<file path="src/rtl/seq_scan_ctrl_pkg.sv">
// Shared types and constants for the serial pattern-scan controller.
package seq_scan_ctrl_pkg;

    localparam int BYTE_BITS = 8;
    localparam int PAT_MAX   = 4;
    localparam int PAT_MIN   = 2;
    localparam int CNT_W     = 8;

    typedef enum logic [1:0] {
        StIdle,
        StLoad,
        StShift,
        StDone
    } state_e;

    function automatic logic [2:0] clamp_len(input logic [2:0] len);
        if (len < 3'(PAT_MIN)) begin
            return 3'(PAT_MIN);
        end
        if (len > 3'(PAT_MAX)) begin
            return 3'(PAT_MAX);
        end
        return len;
    endfunction

endpackage

</file>
<file path="src/rtl/seq_scan_if.sv">
// Control, byte-stream and status signals of the scan controller.
interface seq_scan_if;
    import seq_scan_ctrl_pkg::*;

    logic             start;
    logic [3:0]       pat;
    logic [2:0]       pat_len;
    logic [3:0]       frame_len;
    logic [7:0]       data_in;
    logic             data_valid;
    logic             data_ready;
    logic             match;
    logic [CNT_W-1:0] match_cnt;
    logic             busy;
    logic             done;

    modport master (
        output start, pat, pat_len, frame_len, data_in, data_valid,
        input  data_ready, match, match_cnt, busy, done
    );

    modport slave (
        input  start, pat, pat_len, frame_len, data_in, data_valid,
        output data_ready, match, match_cnt, busy, done
    );

endinterface

</file>
<file path="src/rtl/seq_scan_ctrl_detector.sv">
// Moore overlapping pattern detector; match is registered one cycle after the completing bit.
module seq_detector
    import seq_scan_ctrl_pkg::*;
(
    input  logic               clk,
    input  logic               rst,
    input  logic               clr,
    input  logic               bit_en,
    input  logic               bit_in,
    input  logic [PAT_MAX-1:0] pat,
    input  logic [2:0]         pat_len,
    output logic               match
);

    logic [PAT_MAX-1:0] hist_q, hist_d, mask;
    logic [2:0]         vcnt_q, vcnt_d;
    logic               match_q, match_d;

    always_comb begin
        mask    = '0;
        hist_d  = hist_q;
        vcnt_d  = vcnt_q;
        match_d = 1'b0;
        for (int i = 0; i < PAT_MAX; i++) begin
            if (i < int'(pat_len)) begin
                mask[i] = 1'b1;
            end
        end
        if (bit_en) begin
            // Newest bit lands in hist[0], matching pat[0] as the last bit in time.
            hist_d = {hist_q[PAT_MAX-2:0], bit_in};
            if (vcnt_q < 3'(PAT_MAX)) begin
                vcnt_d = vcnt_q + 3'd1;
            end
            match_d = (vcnt_d >= pat_len) && ((hist_d & mask) == (pat & mask));
        end
    end

    always_ff @(posedge clk or posedge rst) begin
        if (rst) begin
            hist_q  <= '0;
            vcnt_q  <= '0;
            match_q <= 1'b0;
        end else if (clr) begin
            hist_q  <= '0;
            vcnt_q  <= '0;
            match_q <= 1'b0;
        end else begin
            hist_q  <= hist_d;
            vcnt_q  <= vcnt_d;
            match_q <= match_d;
        end
    end

    assign match = match_q;

endmodule

</file>
<file path="src/rtl/seq_scan_ctrl.sv">
// Frame controller: accepts bytes, serialises them MSB first into the detector, counts matches.
module seq_scan_ctrl
    import seq_scan_ctrl_pkg::*;
(
    input logic       clk,
    input logic       rst,
    seq_scan_if.slave bus
);

    state_e           state_q, state_d;
    logic [3:0]       pat_q;
    logic [2:0]       len_q;
    logic [3:0]       flen_q;
    logic [7:0]       sh_q;
    logic [2:0]       bit_cnt_q;
    logic [3:0]       byte_idx_q;
    logic [CNT_W-1:0] cnt_q;
    logic             start_acc, load_xfer, bit_en, last_bit, last_byte, det_match;

    assign start_acc = (state_q == StIdle) && bus.start;
    assign last_bit  = (bit_cnt_q == 3'(BYTE_BITS - 1));
    // frame_len of 0 wraps to 15 here, giving a 16-byte frame.
    assign last_byte = (byte_idx_q == (flen_q - 4'd1));

    always_comb begin
        state_d   = state_q;
        load_xfer = 1'b0;
        bit_en    = 1'b0;
        case (state_q)
            StIdle: begin
                if (bus.start) begin
                    state_d = StLoad;
                end
            end
            StLoad: begin
                if (bus.data_valid) begin
                    load_xfer = 1'b1;
                    state_d   = StShift;
                end
            end
            StShift: begin
                bit_en = 1'b1;
                if (last_bit) begin
                    state_d = last_byte ? StDone : StLoad;
                end
            end
            StDone:  state_d = StIdle;
            default: state_d = StIdle;
        endcase
    end

    always_ff @(posedge clk or posedge rst) begin
        if (rst) begin
            state_q <= StIdle;
        end else begin
            state_q <= state_d;
        end
    end

    always_ff @(posedge clk or posedge rst) begin
        if (rst) begin
            pat_q      <= '0;
            len_q      <= 3'(PAT_MIN);
            flen_q     <= '0;
            sh_q       <= '0;
            bit_cnt_q  <= '0;
            byte_idx_q <= '0;
        end else if (start_acc) begin
            pat_q      <= bus.pat;
            len_q      <= clamp_len(bus.pat_len);
            flen_q     <= bus.frame_len;
            bit_cnt_q  <= '0;
            byte_idx_q <= '0;
        end else if (load_xfer) begin
            sh_q      <= bus.data_in;
            bit_cnt_q <= '0;
        end else if (bit_en) begin
            sh_q      <= {sh_q[6:0], 1'b0};
            bit_cnt_q <= bit_cnt_q + 3'd1;
            if (last_bit) begin
                byte_idx_q <= byte_idx_q + 4'd1;
            end
        end
    end

    // cnt_q trails the live match pulse by one cycle; the output adds the pulse back in.
    always_ff @(posedge clk or posedge rst) begin
        if (rst) begin
            cnt_q <= '0;
        end else if (start_acc) begin
            cnt_q <= '0;
        end else if (det_match) begin
            cnt_q <= cnt_q + CNT_W'(1);
        end
    end

    seq_detector u_det (
        .clk     (clk),
        .rst     (rst),
        .clr     (start_acc),
        .bit_en  (bit_en),
        .bit_in  (sh_q[7]),
        .pat     (pat_q),
        .pat_len (len_q),
        .match   (det_match)
    );

    assign bus.data_ready = (state_q == StLoad);
    assign bus.busy       = (state_q != StIdle);
    assign bus.done       = (state_q == StDone);
    assign bus.match      = det_match;
    assign bus.match_cnt  = cnt_q + CNT_W'(det_match);

endmodule

</file>
<file path="src/flat_wrapper.sv">
// flat-port wrapper written by rule: the top's interface ports become plain ports
module seq_scan_ctrl_flat import seq_scan_ctrl_pkg::*;
  (clk, rst, bus_start, bus_pat, bus_pat_len, bus_frame_len, bus_data_in, bus_data_valid, bus_data_ready, bus_match, bus_match_cnt, bus_busy, bus_done);
  seq_scan_if bus_i ();
  input logic clk;
  input logic rst;
  input wire logic [$bits(bus_i.start)-1:0] bus_start;
  input wire logic [$bits(bus_i.pat)-1:0] bus_pat;
  input wire logic [$bits(bus_i.pat_len)-1:0] bus_pat_len;
  input wire logic [$bits(bus_i.frame_len)-1:0] bus_frame_len;
  input wire logic [$bits(bus_i.data_in)-1:0] bus_data_in;
  input wire logic [$bits(bus_i.data_valid)-1:0] bus_data_valid;
  output wire logic [$bits(bus_i.data_ready)-1:0] bus_data_ready;
  output wire logic [$bits(bus_i.match)-1:0] bus_match;
  output wire logic [$bits(bus_i.match_cnt)-1:0] bus_match_cnt;
  output wire logic [$bits(bus_i.busy)-1:0] bus_busy;
  output wire logic [$bits(bus_i.done)-1:0] bus_done;
  assign bus_i.start = bus_start;
  assign bus_i.pat = bus_pat;
  assign bus_i.pat_len = bus_pat_len;
  assign bus_i.frame_len = bus_frame_len;
  assign bus_i.data_in = bus_data_in;
  assign bus_i.data_valid = bus_data_valid;
  assign bus_data_ready = bus_i.data_ready;
  assign bus_match = bus_i.match;
  assign bus_match_cnt = bus_i.match_cnt;
  assign bus_busy = bus_i.busy;
  assign bus_done = bus_i.done;
  seq_scan_ctrl u_core (.clk(clk), .rst(rst), .bus(bus_i));
endmodule
</file>
<file path="config.mk">
export PLATFORM = sky130hd
export DESIGN_NAME = seq_scan_ctrl_flat
export DESIGN_NICKNAME = d
export VERILOG_FILES = /design/src/rtl/seq_scan_ctrl_pkg.sv /design/src/rtl/seq_scan_if.sv /design/src/rtl/seq_scan_ctrl_detector.sv /design/src/rtl/seq_scan_ctrl.sv /design/src/flat_wrapper.sv
export SDC_FILE = /design/constraint.sdc
export NUM_CORES = 1
export LEC_CHECK = 0
export CAP_MARGIN = 5
export CORE_MARGIN = 10
export CORE_UTILIZATION = 55
export CTS_BUF_LIST = sky130_fd_sc_hd__clkbuf_8
export DETAILED_ROUTE_END_ITERATION = 8
export PLACE_DENSITY_LB_ADDON = 0.15
export RECOVER_POWER = 50
export SYNTH_ARGS = -nofsm -noshare
export SYNTH_HDL_FRONTEND = slang
export SYNTH_SLANG_ARGS = --single-unit
</file>
<file path="constraint.sdc">
create_clock -name clk -period 4.04 [get_ports clk]
set_input_delay 0.404 -clock clk [delete_from_list [all_inputs] [get_ports clk]]
set_output_delay 0.404 -clock clk [all_outputs]
set_load 0.01 [all_outputs]
</file>
# After elaboration in Yosys (flattened, before gate mapping)
# Cells that the tools add are included.
# W data, S select, Z words.
[totals]
reg_bits = 43
inputBits = 23
wordCells = 90
[op_classes]
add_sub_neg = 6
order_cmp = 8
eq_ne = 10
n_mux = 40
bitwise_logic = 3
reduce_logical = 12
[ops]
columns = ["cell", "count"]
rows = [
  ["$mux W3", 13],
  ["$mux W8", 4],
  ["$mux W4", 4],
  ["$mux W1", 14],
  ["$reduce_bool A2 Y1", 5],
  ["$add A8 B1 Y8", 1],
  ["$add A8 B1 Y8 const B", 1],
  ["$and A4 B4 Y4", 2],
  ["$eq A4 B4 Y1", 2],
  ["$mux W2", 4],
  ["$pmux W2 S4", 1],
  ["$add A3 B1 Y3 const B", 2],
  ["$lt A1 B3 Y1 const A", 2],
  ["$lt A2 B3 Y1 const A", 2],
  ["$reduce_and A3 Y1", 2],
  ["$add A4 B1 Y4 const B", 1],
  ["$eq A2 B2 Y1 const B", 2],
  ["$ne A2 B1 Y1 const B", 2],
  ["$ne A2 B2 Y1 const B", 2],
  ["$sub A4 B1 Y4 const B", 1],
  ["$eq A3 B3 Y1 const B", 1],
  ["$ge A3 B3 Y1", 1],
  ["$gt A3 B3 Y1 const B", 1],
  ["$lt A3 B2 Y1 const B", 1],
  ["other kinds (7)", 8],
]

# Depth between registers and ports, before layout
# Gate-level depths: netlist of run 1.
[logic_depth]
depth_word = 7
depth_mapped = 6

# By module
# From an unflattened synthesis of run 1, not the netlist that was laid out.
[hier_totals]
cells_unflattened = 230
area_unflattened_um2 = 2406.1
[modules_own_cells]
columns = ["mod", "instances", "cells_each", "area_each_um2", "seq_area_each_um2"]
rows = [
  ["seq_scan_ctrl", 1, 185, 1939.4, 902.1],
  ["seq_detector", 1, 45, 466.7, 175.2],
]

# Worst setup path before layout of run 1
# OpenSTA, ideal clock, no wires.
[synth_path]
kind = "reg2reg"
start = "register u_core.u_det.vcnt_q[0]"
end = "register u_core.u_det.match_q, in the netlist u_core.u_det.match"
setup_ns = 0.101
arrival_ns = 1.570
required_ns = 3.939
path_slack_ns = 2.370
path_stages_with_launch = 7
path_cell_list = "dfrtp_1 -> ha_1 -> mux2_2 -> ha_1 -> a21o_1 -> a21oi_1 -> nor4_1"
[synth_between]
elab_chain_cells = 7
word_cells_on_any_way = 8
[synth_rtl]
columns = ["element", "line", "rtl"]
rows = [
  ["from (decl)", "seq_scan_ctrl_detector.sv:16", "logic [2:0] vcnt_q, vcnt_d;"],
  ["from (signal assigned)", "seq_scan_ctrl_detector.sv:50", "vcnt_q <= vcnt_d;"],
  ["$add A3 B1 Y3 or $lt A3 B3 Y1 (tied branches)", "seq_scan_ctrl_detector.sv:33, seq_scan_ctrl_detector.sv:32", ""],
  ["$mux W3 *", "seq_scan_ctrl_detector.sv:32", "if (vcnt_q < 3'(PAT_MAX)) begin"],
  ["$mux W3 *", "seq_scan_ctrl_detector.sv:29", "if (bit_en) begin"],
  ["$ge A3 B3 Y1 *", "seq_scan_ctrl_detector.sv:35", "match_d = (vcnt_d >= pat_len) && ((hist_d & mask) == (pat & mask));"],
  ["$logic_and A1 B1 Y1 *", "seq_scan_ctrl_detector.sv:35", ""],
  ["$mux W1 *", "seq_scan_ctrl_detector.sv:29", ""],
  ["$mux W1 *", "seq_scan_ctrl_detector.sv:44", "end else if (clr) begin"],
  ["to (signal assigned)", "seq_scan_ctrl_detector.sv:51", "match_q <= match_d;"],
  ["to (decl)", "seq_scan_ctrl_detector.sv:17", "logic match_q, match_d;"],
]
# Mark *: on every way between the ends. The rest lies on a longest branch, timed or not. The select of a mux whose other input is x is not followed.
# A chain may end at the register's enable or synchronous reset.

==> out/metrics.yaml, run 1 <==
place:
  dp_cells: 308
  place_congestion: 0.783
  io_buffer_count: 34
  post-place-ws_ps: 1720
  dp.final_hpwl_um: 3310
drt:
  num_vias: 1703
  viasPerCell: 5.39
  first_iter_violations: 94
  wl_per_cell_um: 14.2
  ant_nets: 0
  wirelength_um: 4490
  dr.pass1.iters: 4
  drc: 0
global_routing:
  grt_pass1_vias: 1738
  overflow: 0
  grt_max_degree: 44
  grt_use_total: 0.127
  antenna_found_initial: 0
  grt_pass1_wl_um: 7890
flow_run:
  drv_cap: 1
clock_tree:
  cts_setup_buffers: 0
  ctsHoldBuffers: 0
  cts_buffers: 5
  ctsResizeCount: 0
  cts_max_level: 2
  clk_path_buf_depth: 2
  clk_pin_slew_ps: 80
  clk_latency_ps: 290
  cts_tree: "yes"
  cts_sinks: 43
  cts_root_buffer: "clkbuf_8"
timing:
  max_slew_margin: -0.502
  fmax_mhz: 377
  tightest_slew_ps: 2250
  setup_viol: 0
  rsz0062_at_grt: "false"
  post-route-period-util: 0.656
  finalMaxSlewViolations: 44
  skew_ps: 4.21
  final-hold-violation-count: 0
  hold-worst-slack_ps: 537
  fin_crit_ps: 2650
  fin_setup_tns_ps: 0
  fin_ws_ps: 1390
setup_path:
  crit_fanout: 43
  timing.rr.end: "u_core.u_det.vcnt_q[0]"
  start_kind: "primary input"
  path_class: "in2async"
  cp_data_required_time_ps: 3980
  worstRegToRegCells: 5
  reg2reg_from: "u_core.state_q[1]"
  cp-end-kind: "async pin"
  arrival_ps: 2600
  ff2ff_setup_slack_ps: 1860
pwr:
  power_mw: 1.59
  p_leak_nw: 1.30
  ir_drop_mv: 0.321
  power.density_nw_per_um2: 569
final_layout:
  layout-drive-gt1-share: 0.102
  n_antenna_cell: 0
  area_delta_synth_final_pct: 17.6
  finalNetCount: 299
  stdcell_count: 316
floorplanning:
  core_um2: 4090
  dieHeight_um: 85.8
  die-width_um: 85.8
  pin_count: 35
  dieArea_um2: 7360
  fp-row-count: 23
  start_util: 0.583
synthesis:
  ys_warn_count: 0
  seq_area_frac_synth: 0.452
  synth.net_count: 268
  synthesis.area_um2: 2380
  ys_seq_elements: 43
  synth_edf_count: 0
  synthArstFlopShare: 1.00
  synth_area_per_cell_um2: 10.2
  synthCells: 234
  synth_ff_type: "dfrtp_1"
  ys_types: 37
worst_hold_path:
  hp-start: "u_core.u_det.hist_q[1]"
  min_path_cells: 2
  holdPathEnd: "u_core.u_det.hist_q[2]"
  min_path_type: "reg2reg"
run_status:
  status: "complete, but fails checks"
  violations: "capacitance limit, slew limit"
[kinds of logic (layout without fill, tap and decap cells)]
logic type               after synthesis  after routing  synth area share
multiplexers                          24             24             0.109
XOR/XNOR                              25             25            0.0920
flip-flops                            43             43             0.452
adder cells (fa/ha/maj)               11             11            0.0578
buffers and inverters                 19             51            0.0405
AO/OA/AOI/OAI                         43             43             0.104
AND/OR/NAND/NOR                       69             69             0.144
[final cells by class]
cell class                      count  area [um^2]
Inverter                            7         26.3
Clock buffer                        5         68.8
Timing Repair Buffer               36          352
Fill cell                         328         1290
Clock inverter                      3         12.5
Tap cell                           50         62.6
Sequential cell                    43         1080
Multi-Input combinational cell    172         1200
[power breakdown]
part           switching [mW]  internal [mW]
Combinational           0.269          0.341
Clock                   0.141          0.116
Sequential              0.164          0.563
Total                   0.574           1.02
[cells in the mapped netlist, types with 2 or more instances]
master    number  area share
buf_2          5       0.011
buf_6          2      0.0095
o21ai_0       23       0.048
nand4_1        3      0.0079
or2_2          2      0.0053
mux2i_1        8       0.034
nand3_1        5       0.011
dfrtp_1       42        0.44
nor2_1        15       0.024
nand2b_1       2      0.0053
a21oi_1       10       0.021
xor2_1        14       0.051
xnor2_1       11       0.040
nor2b_1        4       0.011
mux2_2        16       0.076
nand2_1       25       0.039
inv_1          7       0.011
or3_1          3      0.0079
a22o_1         4       0.015
nor3_1         3      0.0063
clkbuf_1       4      0.0063
ha_1          11       0.058
[metrics by stage]
stage	utilization	cell area, um^2
6_report	0.685	2800
5_1_grt	0.685	2800
4_1_cts	0.688	2810
3_5_place_dp	0.668	2730
3_3_place_gp	0.668	2730
2_1_floorplan	-	2380
[worst max-delay path: stages]
cell	delay (ps)
dlygate4sd3_1	530
inv_1	50
clkbuf_1	1600
[worst max path at each step]
| stage | start | to | depth (start not counted) |
|---|---|---|---|
| floorplan | u_core.u_det.vcnt_q[0] | u_core.u_det.match | 6 |
| global placement | bus_start | u_core.u_det.vcnt_q[0] | 6 |
| detailed placement | bus_start | u_core.u_det.vcnt_q[0] | 6 |
| CTS | u_core.u_det.match | bus_match_cnt[6] | 5 |
| global route | rst | u_core.bit_cnt_q[0] | 3 |
| finish | rst | u_core.cnt_q[2] | 3 |
[cell usage in the layout (no fill, tap or decap), types with 2 or more instances in the layout]
cell / n
nand3_1: 5
ha_1: 11
nor2_1: 15
nand2_1: 26
xnor2_1: 11
nor2b_1: 4
o21ai_0: 23
a21oi_1: 10
mux2_2: 16
nor3_1: 3
clkdlybuf4s50_1: 32
or3_1: 3
or2_2: 2
mux2i_1: 8
a22o_1: 4
clkbuf_8: 5
nand2b_1: 2
nand4_1: 3
inv_1: 9
xor2_1: 14
dfrtp_1: 42
dlygate4sd3_1: 2
[per-layer routing]
metal	share of wire	routed length (um)	vias up	global-route usage
met5	0	0	-	0
met4	0.018	83	0	0.0449
met1	0.47	2110	794	0.155
met3	0.051	230	9	0.0445
li1	-	-	865	-
met2	0.46	2070	35	0.204
[sequential cells by signal (all words and copies together) (netlist names)]
signal	flops
u_core.bit_cnt_q	3
u_core.byte_idx_q	4
u_core.cnt_q	8
u_core.flen_q	4
u_core.len_q	3
u_core.pat_q	4
u_core.sh_q	8
u_core.state_q	2
u_core.u_det.hist_q	3
u_core.u_det.match	1
u_core.u_det.vcnt_q	3
No activity file was read; power rests on OpenSTA's default activity.
==> run 2, diff against run 1 <==
CORE_UTILIZATION = 51   (was 55)
clock period = 2.2 ns   (was 4.04 ns; I/O delays follow)
==> out/metrics.yaml, run 2 (same netlist as run 1, synthesis figures left out) <==
timing:
  fin_setup_tns_ps: 0
  fin_crit_ps: 2090
  skew_ps: 5.27
  final-hold-violation-count: 0
  rsz0062_at_grt: "false"
  setup_viol: 0
  tightest_slew_ps: 1050
  fmax_mhz: 479
  finalMaxSlewViolations: 0
  max_slew_margin: 0.302
  post-route-period-util: 0.949
setup_path:
  cp_data_required_time_ps: 1980
  path_class: "reg2out"
  start_kind: "register"
  crit_fanout: 4
  cp-end-kind: "primary output"
  worstRegToRegCells: 4
  arrival_ps: 1870
  reg2reg_from: "u_core.state_q[0]"
  timing.rr.end: "u_core.pat_q[0]"
  ff2ff_setup_slack_ps: 240
final_layout:
  finalNetCount: 305
  layout-drive-gt1-share: 0.140
  area_delta_synth_final_pct: 22.8
  final_cell_mix: "41 x dfrtp_1, 29 x clkdlybuf4s50_1, 26 x nand2_1, 23 x o21ai_0, 16 x mux2_2"
  multi_input_area_um2: 1200
  ff_latch_area_um2: 1080
  post-route-util: 0.658
  final_common_cell: "dfrtp_1"
  reg_top3: "u_core.cnt_q: 8 flops, u_core.sh_q: 8 flops"
  n_antenna_cell: 0
  n_fill_cell: 381
floorplanning:
  fp-row-count: 24
  dieHeight_um: 88.3
  dieArea_um2: 7800
  start_util: 0.536
  die-width_um: 88.3
  pin_count: 35
  core_um2: 4440
clock_tree:
  clk_latency_ps: 300
  cts_max_level: 2
  cts_sinks: 43
  cts_buffers: 5
  cts_root_buffer: "clkbuf_8"
  clk_path_buf_depth: 2
  cts_tree: "yes"
  clk_pin_slew_ps: 80
global_routing:
  antenna_found_initial: 0
  grt_pass1_vias: 1815
  grt_use_total: 0.132
  overflow: 0
  grt_pass1_wl_um: 8260
  grt_max_degree: 44
drt:
  wirelength_um: 4710
  ant_nets: 0
  wl_per_cell_um: 14.5
  drc: 0
  first_iter_violations: 54
  viasPerCell: 5.38
  num_vias: 1742
  dr.pass1.iters: 4
worst_hold_path:
  hp-start: "bus_frame_len[1]"
  min_path_type: "in2reg"
  holdPathEnd: "u_core.flen_q[1]"
  min_path_cells: 3
flow_run:
  drv_cap: 0
place:
  dp.final_hpwl_um: 3370
  io_buffer_count: 34
  place_congestion: 0.773
run_status:
  status: "complete, no violations"
pwr:
  p_leak_nw: 1.41
  ir_drop_mv: 0.602
  power.density_nw_per_um2: 1100
run 2: worst max path at each step:
stage	cells after the start	start	slack (ps)	endpoint
floorplan	6	u_core.u_det.vcnt_q[0]	530	u_core.u_det.match
global placement	5	u_core.cnt_q[0]	380	bus_match_cnt[6]
detailed placement	5	u_core.cnt_q[3]	350	bus_match_cnt[7]
CTS	5	u_core.cnt_q[3]	9	bus_match_cnt[7]
global route	4	u_core.cnt_q[0]	40	bus_match_cnt[2]
finish	4	u_core.cnt_q[0]	110	bus_match_cnt[2]
run 2: final cells by class:
type	count	area share
clock buffers	5	0.0235
clock inverters	3	0.0231
inverters	7	0.00899
multi-input cells	172	0.411
flip-flops and latches	43	0.369
well taps	52	0.0223
repair buffers	42	0.142
run 2: metrics by stage:
stage	worst slack [ps]	cells	hold slack, ps	area [um^2]	power, mW
2_1_floorplan	530	234	270	2380	2.19
3_3_place_gp	383	315	508	2780	2.49
3_5_place_dp	348	315	522	2780	2.52
4_1_cts	8.73	323	371	2920	3.26
5_1_grt	35.7	324	523	2920	3.49
6_report	113	324	474	2920	3.22
run 2: routing by layer:
metal / share of wire / GRT usage
met5: 0 / 0
met4: 0.0079 / 0.0367
met3: 0.065 / 0.0561
met2: 0.45 / 0.201
met1: 0.48 / 0.169
run 2: what timing repair did:
action / 4_1_cts / 5_1_grt
setup endpoints to repair: 0 / 4
resized for setup: 0 / 8
hold buffers: 0 / 0
setup buffers: 0 / 1
hold endpoints to repair: 0 / 0
run 2: worst max-delay path, stage by stage, from the launching register on:
cell and delay [ps]:
dfrtp_1 420, ha_2 230, ha_1 200, xor2_1 160, clkdlybuf4s50_1 560
run 2: power by group:
group | switching, mW | total (mW) | internal, mW
sequential | 0.235 | 1.27 | 1.04
combinational | 0.551 | 1.21 | 0.663
clock | 0.284 | 0.737 | 0.453
